[src/rtl/wb_timer_pkg.sv]
// wb_timer_pkg
//   Shared constants for the Wishbone down-counting timer:
//   register byte offsets, CTRL bit positions, the PRESCALE field LSB,
//   and a byte-lane merge helper used by every writable register.
package wb_timer_pkg;

    localparam int DATA_W = 32;

    // Register byte offsets (decoded from address bits [3:2]).
    localparam logic [3:0] OFS_CTRL   = 4'h0;
    localparam logic [3:0] OFS_LOAD   = 4'h4;
    localparam logic [3:0] OFS_COUNT  = 4'h8;
    localparam logic [3:0] OFS_STATUS = 4'hC;

    // CTRL bit positions.
    localparam int CTRL_EN_BIT          = 0;
    localparam int CTRL_AUTO_RELOAD_BIT = 1;
    localparam int CTRL_IRQ_EN_BIT      = 2;
    localparam int CTRL_PRESCALE_LSB    = 8;

    // STATUS bit positions.
    localparam int STATUS_EXPIRED_BIT = 0;

    // Replace only the byte lanes selected by sel; others keep cur.
    function automatic logic [DATA_W-1:0] byte_merge(
        input logic [DATA_W-1:0] cur,
        input logic [DATA_W-1:0] wdat,
        input logic [3:0]        sel
    );
        logic [DATA_W-1:0] res;
        res = cur;
        for (int b = 0; b < 4; b++) begin
            if (sel[b]) res[8*b +: 8] = wdat[8*b +: 8];
        end
        return res;
    endfunction

endpackage

[src/rtl/wb_timer_prescaler.sv]
// wb_timer_prescaler
//   Divides clk into one-cycle ticks: counts 0..prescale and ticks in the
//   cycle the count reaches prescale, then restarts from 0.
// Ports:
//   clk       system clock
//   rst_i     asynchronous active-high reset
//   en        run enable; while low the count is held at 0
//   clr       synchronous restart of the count (timer being enabled)
//   prescale  terminal value; 0 ticks every cycle
//   tick      one-cycle pulse at the terminal value
module wb_timer_prescaler #(
    parameter int PRESCALE_WIDTH = 8
) (
    input  logic                      clk,
    input  logic                      rst_i,
    input  logic                      en,
    input  logic                      clr,
    input  logic [PRESCALE_WIDTH-1:0] prescale,
    output logic                      tick
);

    logic [PRESCALE_WIDTH-1:0] cnt_q;

    // >= rather than == so that lowering PRESCALE below the running count
    // restarts the period immediately instead of wrapping through 2^N.
    assign tick = en & ~clr & (cnt_q >= prescale);

    always_ff @(posedge clk or posedge rst_i) begin
        if (rst_i) begin
            cnt_q <= '0;
        end else if (!en || clr || tick) begin
            cnt_q <= '0;
        end else begin
            cnt_q <= cnt_q + 1'b1;
        end
    end

endmodule

[src/rtl/wb_timer.sv]
// wb_timer
//   Wishbone-attached 32-bit down-counting timer with prescaler,
//   one-shot / auto-reload modes and a level interrupt.
//   Registers: 0x0 CTRL, 0x4 LOAD, 0x8 COUNT, 0xC STATUS (EXPIRED, W1C).
// Ports:
//   clk                 system clock
//   rst_i               asynchronous active-high reset
//   wb_adr_i            byte address; [3:2] register, [11:4] nonzero -> error
//   wb_dat_i/wb_dat_o   write / read data (read data nonzero only with ack)
//   wb_sel_i            byte-lane enables for writes
//   wb_we_i, wb_cyc_i, wb_stb_i   Wishbone request
//   wb_ack_o, wb_err_o  registered single-cycle responses
//   irq_o               registered EXPIRED & IRQ_EN
module wb_timer
    import wb_timer_pkg::*;
#(
    parameter int WB_ADDR_WIDTH  = 32,
    parameter int WB_DATA_WIDTH  = 32,
    parameter int PRESCALE_WIDTH = 8
) (
    input  logic                     clk,
    input  logic                     rst_i,
    input  logic [WB_ADDR_WIDTH-1:0] wb_adr_i,
    input  logic [WB_DATA_WIDTH-1:0] wb_dat_i,
    output logic [WB_DATA_WIDTH-1:0] wb_dat_o,
    input  logic [3:0]               wb_sel_i,
    input  logic                     wb_we_i,
    input  logic                     wb_cyc_i,
    input  logic                     wb_stb_i,
    output logic                     wb_ack_o,
    output logic                     wb_err_o,
    output logic                     irq_o
);

    logic                      en_q;
    logic                      auto_reload_q;
    logic                      irq_en_q;
    logic [PRESCALE_WIDTH-1:0] prescale_q;
    logic [DATA_W-1:0]         load_q;
    logic [DATA_W-1:0]         count_q;
    logic                      expired_q;

    logic              req;
    logic              unmapped;
    logic [3:0]        reg_ofs;
    logic              wr;
    logic              ctrl_wr, load_wr, count_wr, status_wr;
    logic              w1c;
    logic              tick;
    logic              expire;
    logic              presc_clr;
    logic [DATA_W-1:0] wdata;
    logic [DATA_W-1:0] ctrl_val;
    logic [DATA_W-1:0] ctrl_wdata;
    logic [DATA_W-1:0] rd_data;

    logic unused_adr;
    assign unused_adr = ^{wb_adr_i[WB_ADDR_WIDTH-1:12], wb_adr_i[1:0]};

    // A new request is accepted only when no response is currently out,
    // which forces one idle cycle between back-to-back accesses.
    assign req      = wb_cyc_i & wb_stb_i & ~wb_ack_o & ~wb_err_o;
    assign unmapped = |wb_adr_i[11:4];
    assign reg_ofs  = {wb_adr_i[3:2], 2'b00};
    assign wdata    = wb_dat_i;

    assign wr        = req & wb_we_i & ~unmapped;
    assign ctrl_wr   = wr & (reg_ofs == OFS_CTRL);
    assign load_wr   = wr & (reg_ofs == OFS_LOAD);
    assign count_wr  = wr & (reg_ofs == OFS_COUNT);
    assign status_wr = wr & (reg_ofs == OFS_STATUS);
    assign w1c       = status_wr & wb_sel_i[0] & wdata[STATUS_EXPIRED_BIT];

    always_comb begin
        ctrl_val = '0;
        ctrl_val[CTRL_EN_BIT]          = en_q;
        ctrl_val[CTRL_AUTO_RELOAD_BIT] = auto_reload_q;
        ctrl_val[CTRL_IRQ_EN_BIT]      = irq_en_q;
        ctrl_val[CTRL_PRESCALE_LSB +: PRESCALE_WIDTH] = prescale_q;
    end

    assign ctrl_wdata = byte_merge(ctrl_val, wdata, wb_sel_i);

    always_comb begin
        rd_data = '0;
        case (reg_ofs)
            OFS_CTRL:   rd_data = ctrl_val;
            OFS_LOAD:   rd_data = load_q;
            OFS_COUNT:  rd_data = count_q;
            OFS_STATUS: rd_data[STATUS_EXPIRED_BIT] = expired_q;
            default:    rd_data = '0;
        endcase
    end

    // Restart the prescaler when software turns the timer on.
    assign presc_clr = ctrl_wr & ~en_q & ctrl_wdata[CTRL_EN_BIT];

    wb_timer_prescaler #(
        .PRESCALE_WIDTH (PRESCALE_WIDTH)
    ) u_prescaler (
        .clk      (clk),
        .rst_i    (rst_i),
        .en       (en_q),
        .clr      (presc_clr),
        .prescale (prescale_q),
        .tick     (tick)
    );

    // A bus write to COUNT swallows a coincident tick, including an expiry.
    assign expire = tick & ~count_wr & (count_q == '0);

    // Bus response
    always_ff @(posedge clk or posedge rst_i) begin
        if (rst_i) begin
            wb_ack_o <= 1'b0;
            wb_err_o <= 1'b0;
            wb_dat_o <= '0;
        end else begin
            wb_ack_o <= req & ~unmapped;
            wb_err_o <= req & unmapped;
            wb_dat_o <= (req & ~wb_we_i & ~unmapped) ? rd_data : '0;
        end
    end

    // CTRL: a bus write overrides the hardware EN clear on one-shot expiry.
    always_ff @(posedge clk or posedge rst_i) begin
        if (rst_i) begin
            en_q          <= 1'b0;
            auto_reload_q <= 1'b0;
            irq_en_q      <= 1'b0;
            prescale_q    <= '0;
        end else if (ctrl_wr) begin
            en_q          <= ctrl_wdata[CTRL_EN_BIT];
            auto_reload_q <= ctrl_wdata[CTRL_AUTO_RELOAD_BIT];
            irq_en_q      <= ctrl_wdata[CTRL_IRQ_EN_BIT];
            prescale_q    <= ctrl_wdata[CTRL_PRESCALE_LSB +: PRESCALE_WIDTH];
        end else if (expire && !auto_reload_q) begin
            en_q <= 1'b0;
        end
    end

    always_ff @(posedge clk or posedge rst_i) begin
        if (rst_i) begin
            load_q <= '0;
        end else if (load_wr) begin
            load_q <= byte_merge(load_q, wdata, wb_sel_i);
        end
    end

    always_ff @(posedge clk or posedge rst_i) begin
        if (rst_i) begin
            count_q <= '0;
        end else if (count_wr) begin
            count_q <= byte_merge(count_q, wdata, wb_sel_i);
        end else if (tick) begin
            if (count_q != '0) begin
                count_q <= count_q - 32'd1;
            end else if (auto_reload_q) begin
                count_q <= load_q;
            end
        end
    end

    // Set has priority over a coincident W1C.
    always_ff @(posedge clk or posedge rst_i) begin
        if (rst_i) begin
            expired_q <= 1'b0;
        end else if (expire) begin
            expired_q <= 1'b1;
        end else if (w1c) begin
            expired_q <= 1'b0;
        end
    end

    always_ff @(posedge clk or posedge rst_i) begin
        if (rst_i) begin
            irq_o <= 1'b0;
        end else begin
            irq_o <= expired_q & irq_en_q;
        end
    end

endmodule

[config.mk]
export PLATFORM = sky130hd
export DESIGN_NAME = wb_timer
export DESIGN_NICKNAME = d
export VERILOG_FILES = /design/src/rtl/wb_timer_pkg.sv /design/src/rtl/wb_timer_prescaler.sv /design/src/rtl/wb_timer.sv
export SDC_FILE = /design/constraint.sdc
export NUM_CORES = 1
export LEC_CHECK = 0
export CORE_AREA = 3 3 84 165
export CTS_CLUSTER_SIZE = 20
export DETAILED_ROUTE_END_ITERATION = 10
export DIE_AREA = 0 0 87 168
export MAX_ROUTING_LAYER = met4
export PLACE_DENSITY = 0.72
export SYNTH_ARGS = -nofsm -noshare
export SYNTH_HDL_FRONTEND = slang
export SYNTH_SLANG_ARGS = --single-unit
[constraint.sdc]
create_clock -name clk -period 11.3 [get_ports clk]
set_clock_uncertainty 0.15 [all_clocks]
set_input_delay 3.39 -clock clk [delete_from_list [all_inputs] [get_ports clk]]
set_output_delay 3.39 -clock clk [all_outputs]
set_load 0.03 [all_outputs]
# After elaboration in Yosys (flattened, before gate mapping)
# Index checks and enable logic that the tools add are counted.
[classes]
n_addsub = 2
bitwise = 29
div = 0
order_cmp = 1
shifts = 0
mul = 0
mux = 17
reduce_logical = 23
n_eq_ne = 7
[op_table]
columns = ["operator", "count"]
rows = [
  ["32-bit two-way mux", 5],
  ["31-bit one-hot mux with 3 select lines", 1],
  ["8-bit two-way mux", 5],
  ["32-bit zero test", 1],
  ["32-bit nonzero test", 1],
  ["32-bit by 1-bit subtractor with 32-bit output, second input constant", 1],
  ["1-bit bitwise AND", 22],
  ["2-bit AND reduction", 6],
  ["3-bit AND reduction", 4],
  ["8-bit by 1-bit adder with 8-bit output, second input constant", 1],
  ["8-bit >= comparator", 1],
  ["2-bit inequality test, second input constant", 4],
  ["8-bit OR reduction", 1],
  ["1-bit NOT", 7],
  ["2-bit nonzero test", 3],
  ["1-bit two-way mux", 5],
  ["2-bit equality test, second input constant", 2],
  ["4-bit zero test", 1],
  ["1-bit one-hot mux with 4 select lines", 1],
  ["3-bit nonzero test", 1],
  ["2-bit by 1-bit equality test with 1-bit output, second input constant", 1],
  ["1-bit zero test", 2],
  ["1-bit logical OR", 2],
  ["1-bit logical AND", 1],
]
[totals]
n_memories = 0
latch_bits = 0
ramBits = 0
out_inout_bits = 35
in_bits = 73
register_bits = 119
romBits = 0

# Longest topological paths before layout
[depth]
depth_word = 16
depth_mapped = 10
mapped_depth_nobuf = 8

# Hierarchy
# A second synthesis with hierarchy kept.
[unflattened]
hier_cells = 652
area_unflattened_um2 = 6486.2
[modules_own_cells]
columns = ["mod", "area_per_inst_um2", "instances", "cells_each"]
rows = [
  ["wb_timer", 5920.7, 1, 591],
  ["wb_timer_prescaler", 565.5, 1, 61],
]

# Worst setup path before layout
# Ideal clock, no wire load.
[synth_path]
path_type = "input -> register"
start = "in wb_adr_i[9]"
end = "reg count_q[12]"
slack_ps = 5894
setup_ps = 65
path_stages = 8
arrival_ps = 5191
n_path_buf = 2
path_cell_list = "or4_1 > nor2_1 > and4_1 > buf_2 > buf_1 > nand2_1 > a22oi_1 > o22a_1"
[synth_via]
elab_chain_cells = 11
elab_cells_between_ends = 15
cone_classes = "eq/ne (1); mux (1); bitwise (9); reduce/logical (4)"
[synth_lines]
columns = ["item", "line", "rtl"]
rows = [
  ["from (decl)", "wb_timer.sv:23", "input logic [WB_ADDR_WIDTH-1:0] wb_adr_i,"],
  ["8-bit OR reduction (*)", "wb_timer.sv:63", "assign unmapped = |wb_adr_i[11:4];"],
  ["1-bit NOT (*)", "wb_timer.sv:67", "assign wr = req & wb_we_i & ~unmapped;"],
  ["1-bit bitwise AND (*)", "wb_timer.sv:67", ""],
  ["1-bit bitwise AND", "wb_timer.sv:68", "assign ctrl_wr = wr & (reg_ofs == OFS_CTRL);"],
  ["1-bit bitwise AND (2 in series)", "wb_timer.sv:96", "assign presc_clr = ctrl_wr & ~en_q & ctrl_wdata[CTRL_EN_BIT];"],
  ["1-bit NOT", "wb_timer_prescaler.sv:26", "assign tick = en & ~clr & (cnt_q >= prescale);"],
  ["1-bit bitwise AND (2 in series)", "wb_timer_prescaler.sv:26", ""],
  ["2-bit nonzero test (no line)", "--", ""],
  ["3-bit AND reduction (no line)", "--", ""],
  ["to (signal assigned)", "wb_timer.sv:154", "count_q <= byte_merge(count_q, wdata, wb_sel_i);"],
  ["to (signal assigned)", "wb_timer.sv:157", "count_q <= count_q - 32'd1;"],
  ["to (signal assigned)", "wb_timer.sv:159", "count_q <= load_q;"],
  ["to (decl)", "wb_timer.sv:40", "logic [DATA_W-1:0] count_q;"],
]
# Mark *: on every way between the ends. The rest lies on a longest branch, timed or not.
# A chain may end at the register's enable or synchronous reset.

# Final worst setup path
[layout_path]
start = "in wb_adr_i[2]"
end = "reg count_q[29]"
[layout_via]
elab_chain_cells = 9
elab_cells_between_ends = 14
cone_classes = "eq/ne (2); mux (1); bitwise (7); reduce/logical (4)"
[layout_lines]
columns = ["item", "line"]
rows = [
  ["4-bit zero test", "wb_timer.sv:68"],
  ["1-bit bitwise AND", "wb_timer.sv:68"],
  ["1-bit bitwise AND (2 in series)", "wb_timer.sv:96"],
  ["1-bit NOT", "wb_timer_prescaler.sv:26"],
  ["1-bit bitwise AND (2 in series)", "wb_timer_prescaler.sv:26"],
  ["2-bit nonzero test (no line)", "--"],
  ["3-bit AND reduction (no line)", "--"],
]
# Parallel ways exist; a longest one is shown, timed or not.

==> metrics.txt <==
first-pass GRT wire length=28,400 um; largest stage delay on the critical path=930 ps; worst hold path type=register to register; Routed Antenna Nets=0; post-cts sizing count=0; Die W=87 um; PortBufs=85; Leak Pwr=3.43 nW; cell with the most instances after synthesis=dfrtp_1; yosys warns=0; Final Slew Violations=0; Pre-antenna DRT Iters=5; Final Util=0.611; Worst-path clk slew=60 ps; Synth Register Bits=119; worst path arrival time=6690 ps; starting density of the core=0.495; FMAX=0.152 GHz; H-tree levels=4; flop2flop setup slack=7700 ps; Vias=5,468; CP Max Fanout=35; Bufs on Longest Clock Path=2; Hold Crit Start=irq_en_q$_DFFE_PP0P_; die area=14,600 um2; Clock Sinks=119; P_sw=0.274 mW; drt wl/cell=20.6 um; setup TNS=0 ps; # diodes=0; layout cells sized above 1=0.133; synthesized area=6290 um2; Post-synth EDFFs=0; CTS tree=yes; Net Sw Frac=0.261; DIE HEIGHT=168 um; Core Box Area=12,700 um2; Area Overhead vs Synth=23.4%; cts-stage hold buffer count=0; Via density=6.29; synth cell count leaders=dfrtp_1, nor2_1, mux2_2, nand2_1, a22oi_1; Comb pwr share=0.126; final WL=17,900 um; gpl congestion=0.900; Critical R2R Capture=count_q[24]$_DFFE_PP0P_; Post-Syn Instances=631; most frequent CP cell=buf_4; WHS Endpoint=irq_o$_DFF_PP0_; hold path depth=1; # setup viols final=0; # IOs=108; vias in the first global route=5,760; reg2reg path depth=6; Pint=0.777 mW; CTS Root Cell=clkbuf_16; register area share after synthesis=0.474; CP endpoint kind=register; Yosys top cell area share=0.474; dominant cells by area after synthesis=dfrtp_1, mux2_2, nor2_1; crit path time final=6560 ps; status=finished clean; Post-DP HPWL=12,500 um; Worst-Margin Slew=1250 ps; largest net degree at the start of global routing=63; later-pin clock latency in the skew report=420 ps; CTS Buf Count=17; synth unique cells=67; Clock power frac=0.457; # nets final=791; final clock period utilization by the worst path=0.581; Setup Buffers After CTS=0; RSZ-0062 raised after global routing=no; dominant cell type by area after synthesis=dfrtp_1; syn avg cell area=9.96 um2; CP Cell Sequence=clkdlybuf4s50_1 > nor2b_1 > buf_4 > nand4_1 > buf_4 > o2111ai_2 > nand2_1 > a32oi_1; CP Launch Type=input port; Synth Flop Type=dfrtp_1; initial antenna violation count=0; PD cells=135 nW/um2; # DRC=0; Max stage delay cell, worst path=clkdlybuf4s50_1; total track usage=0.260; Row Count=58; max_cap viols=0; reg-to-reg startpoint=count_q[23]$_DFFE_PP0P_; fillers=1,038; DR iter-0 viols=355; endpoints failing hold=0; Rel. slew slack=0.166; post-synth net total=715; ys async rst share=1.00; sequential power share=0.418; GR Overflow Total=0; Setup Crit Path Kind=input port to register; register area=2980 um2; CP required=11,430 ps; total power=1.05 mW; multi-input logic area=3070 um2; worst vdd ir=0.000126 V
[layout by cell type, fill, tap and decap left out, types with 3 or more instances in the layout]
cell type and n:
a211oi_1 4, a21o_1 3, a21oi_1 24, a221o_1 3
a221oi_1 3, a22oi_1 30, a2bb2oi_1 6, a31oi_1 6
a32oi_1 3, and2_1 6, and3_1 7, and4_1 3
buf_4 8, clkbuf_1 5, clkbuf_16 17, clkdlybuf4s50_1 85
clkinv_2 4, clkinvlp_4 4, dfrtp_1 119, ha_1 11
inv_1 21, mux2_2 42, mux2i_1 10, nand2_1 40
nand3_1 13, nand4_1 4, nor2_1 94, nor2b_1 4
nor3_1 16, nor4_1 9, o21ai_0 21, o221a_2 5
o22a_1 12, o22ai_1 7, o2bb2ai_1 4, or3_1 8
or4_1 5, xnor2_1 5, xor2_1 7
[worst max-delay path by stage]
stage	start	to	slack [ps]
final	wb_adr_i[2]	count_q[29]$_DFFE_PP0P_	4740
after global routing	wb_adr_i[2]	count_q[24]$_DFFE_PP0P_	4640
after CTS	wb_adr_i[2]	count_q[24]$_DFFE_PP0P_	4830
after detailed placement	wb_adr_i[2]	count_q[24]$_DFFE_PP0P_	4460
after global placement	wb_adr_i[2]	count_q[24]$_DFFE_PP0P_	4490
after floorplan	rst_i	auto_reload_q$_DFFE_PP0P_	4600
[critical path: cells and delay by family]
kind	cells	cell delay, ps
simple gates	3	770
buf+inv	3	1590
compound gates	2	900
[area by class of cell]
cell class              instances  share of cell area
multi-input cells             454               0.396
clock buffers                  24              0.0608
inverters                      22              0.0110
clock inverters                 8             0.00645
flip-flops and latches        119               0.384
repair buffers                 93               0.117
well taps                     150              0.0242
[sequential cells by signal, indices dropped and copies added (netlist names), 8 cells and up]
| name | flops |
|---|---|
| prescale_q | 8 |
| u_prescaler.cnt_q | 8 |
| load_q | 32 |
| count_q | 32 |
| wb_dat_o | 32 |
[per-stage QoR]
step / hold WS [ps] / std cells / area, um2 / worst slack (ps)
6_report: 361 / 870 / 7750 / 4740
3_3_place_gp: 339 / 838 / 7230 / 4490
2_1_floorplan: 317 / 631 / 6290 / 4600
3_5_place_dp: 349 / 838 / 7230 / 4460
5_1_grt: 378 / 870 / 7750 / 4640
4_1_cts: 362 / 870 / 7750 / 4830
[cells by family after synthesis]
logic type                 share of synthesized area
muxes                                         0.0965
adders and majority gates                     0.0219
buffers and inverters                         0.0380
xor gates and xnor gates                      0.0167
AOI/OAI and AO/OA                              0.177
DFF                                            0.474
and+or+nand+nor                                0.176
[routing by layer]
layer  share of wire  wire (um)  global-route usage  vias up
li1                -          -                   -     2470
met1            0.34       6150               0.255     2671
met2            0.55       9920               0.458      240
met3           0.051        916              0.0524       87
met4           0.053        944               0.152        0
met5               0          0                   -        -
[power by group through the flow]
stage                     Clock [mW]  Sequential, mW  Combinational (mW)
final                          0.480           0.439               0.132
after global routing           0.504           0.439               0.145
after CTS                      0.482           0.439               0.131
after detailed placement           0           0.446               0.131
after global placement             0           0.446               0.128
after floorplan                    0           0.443              0.0871
No activity file was read; power rests on OpenSTA's default activity.
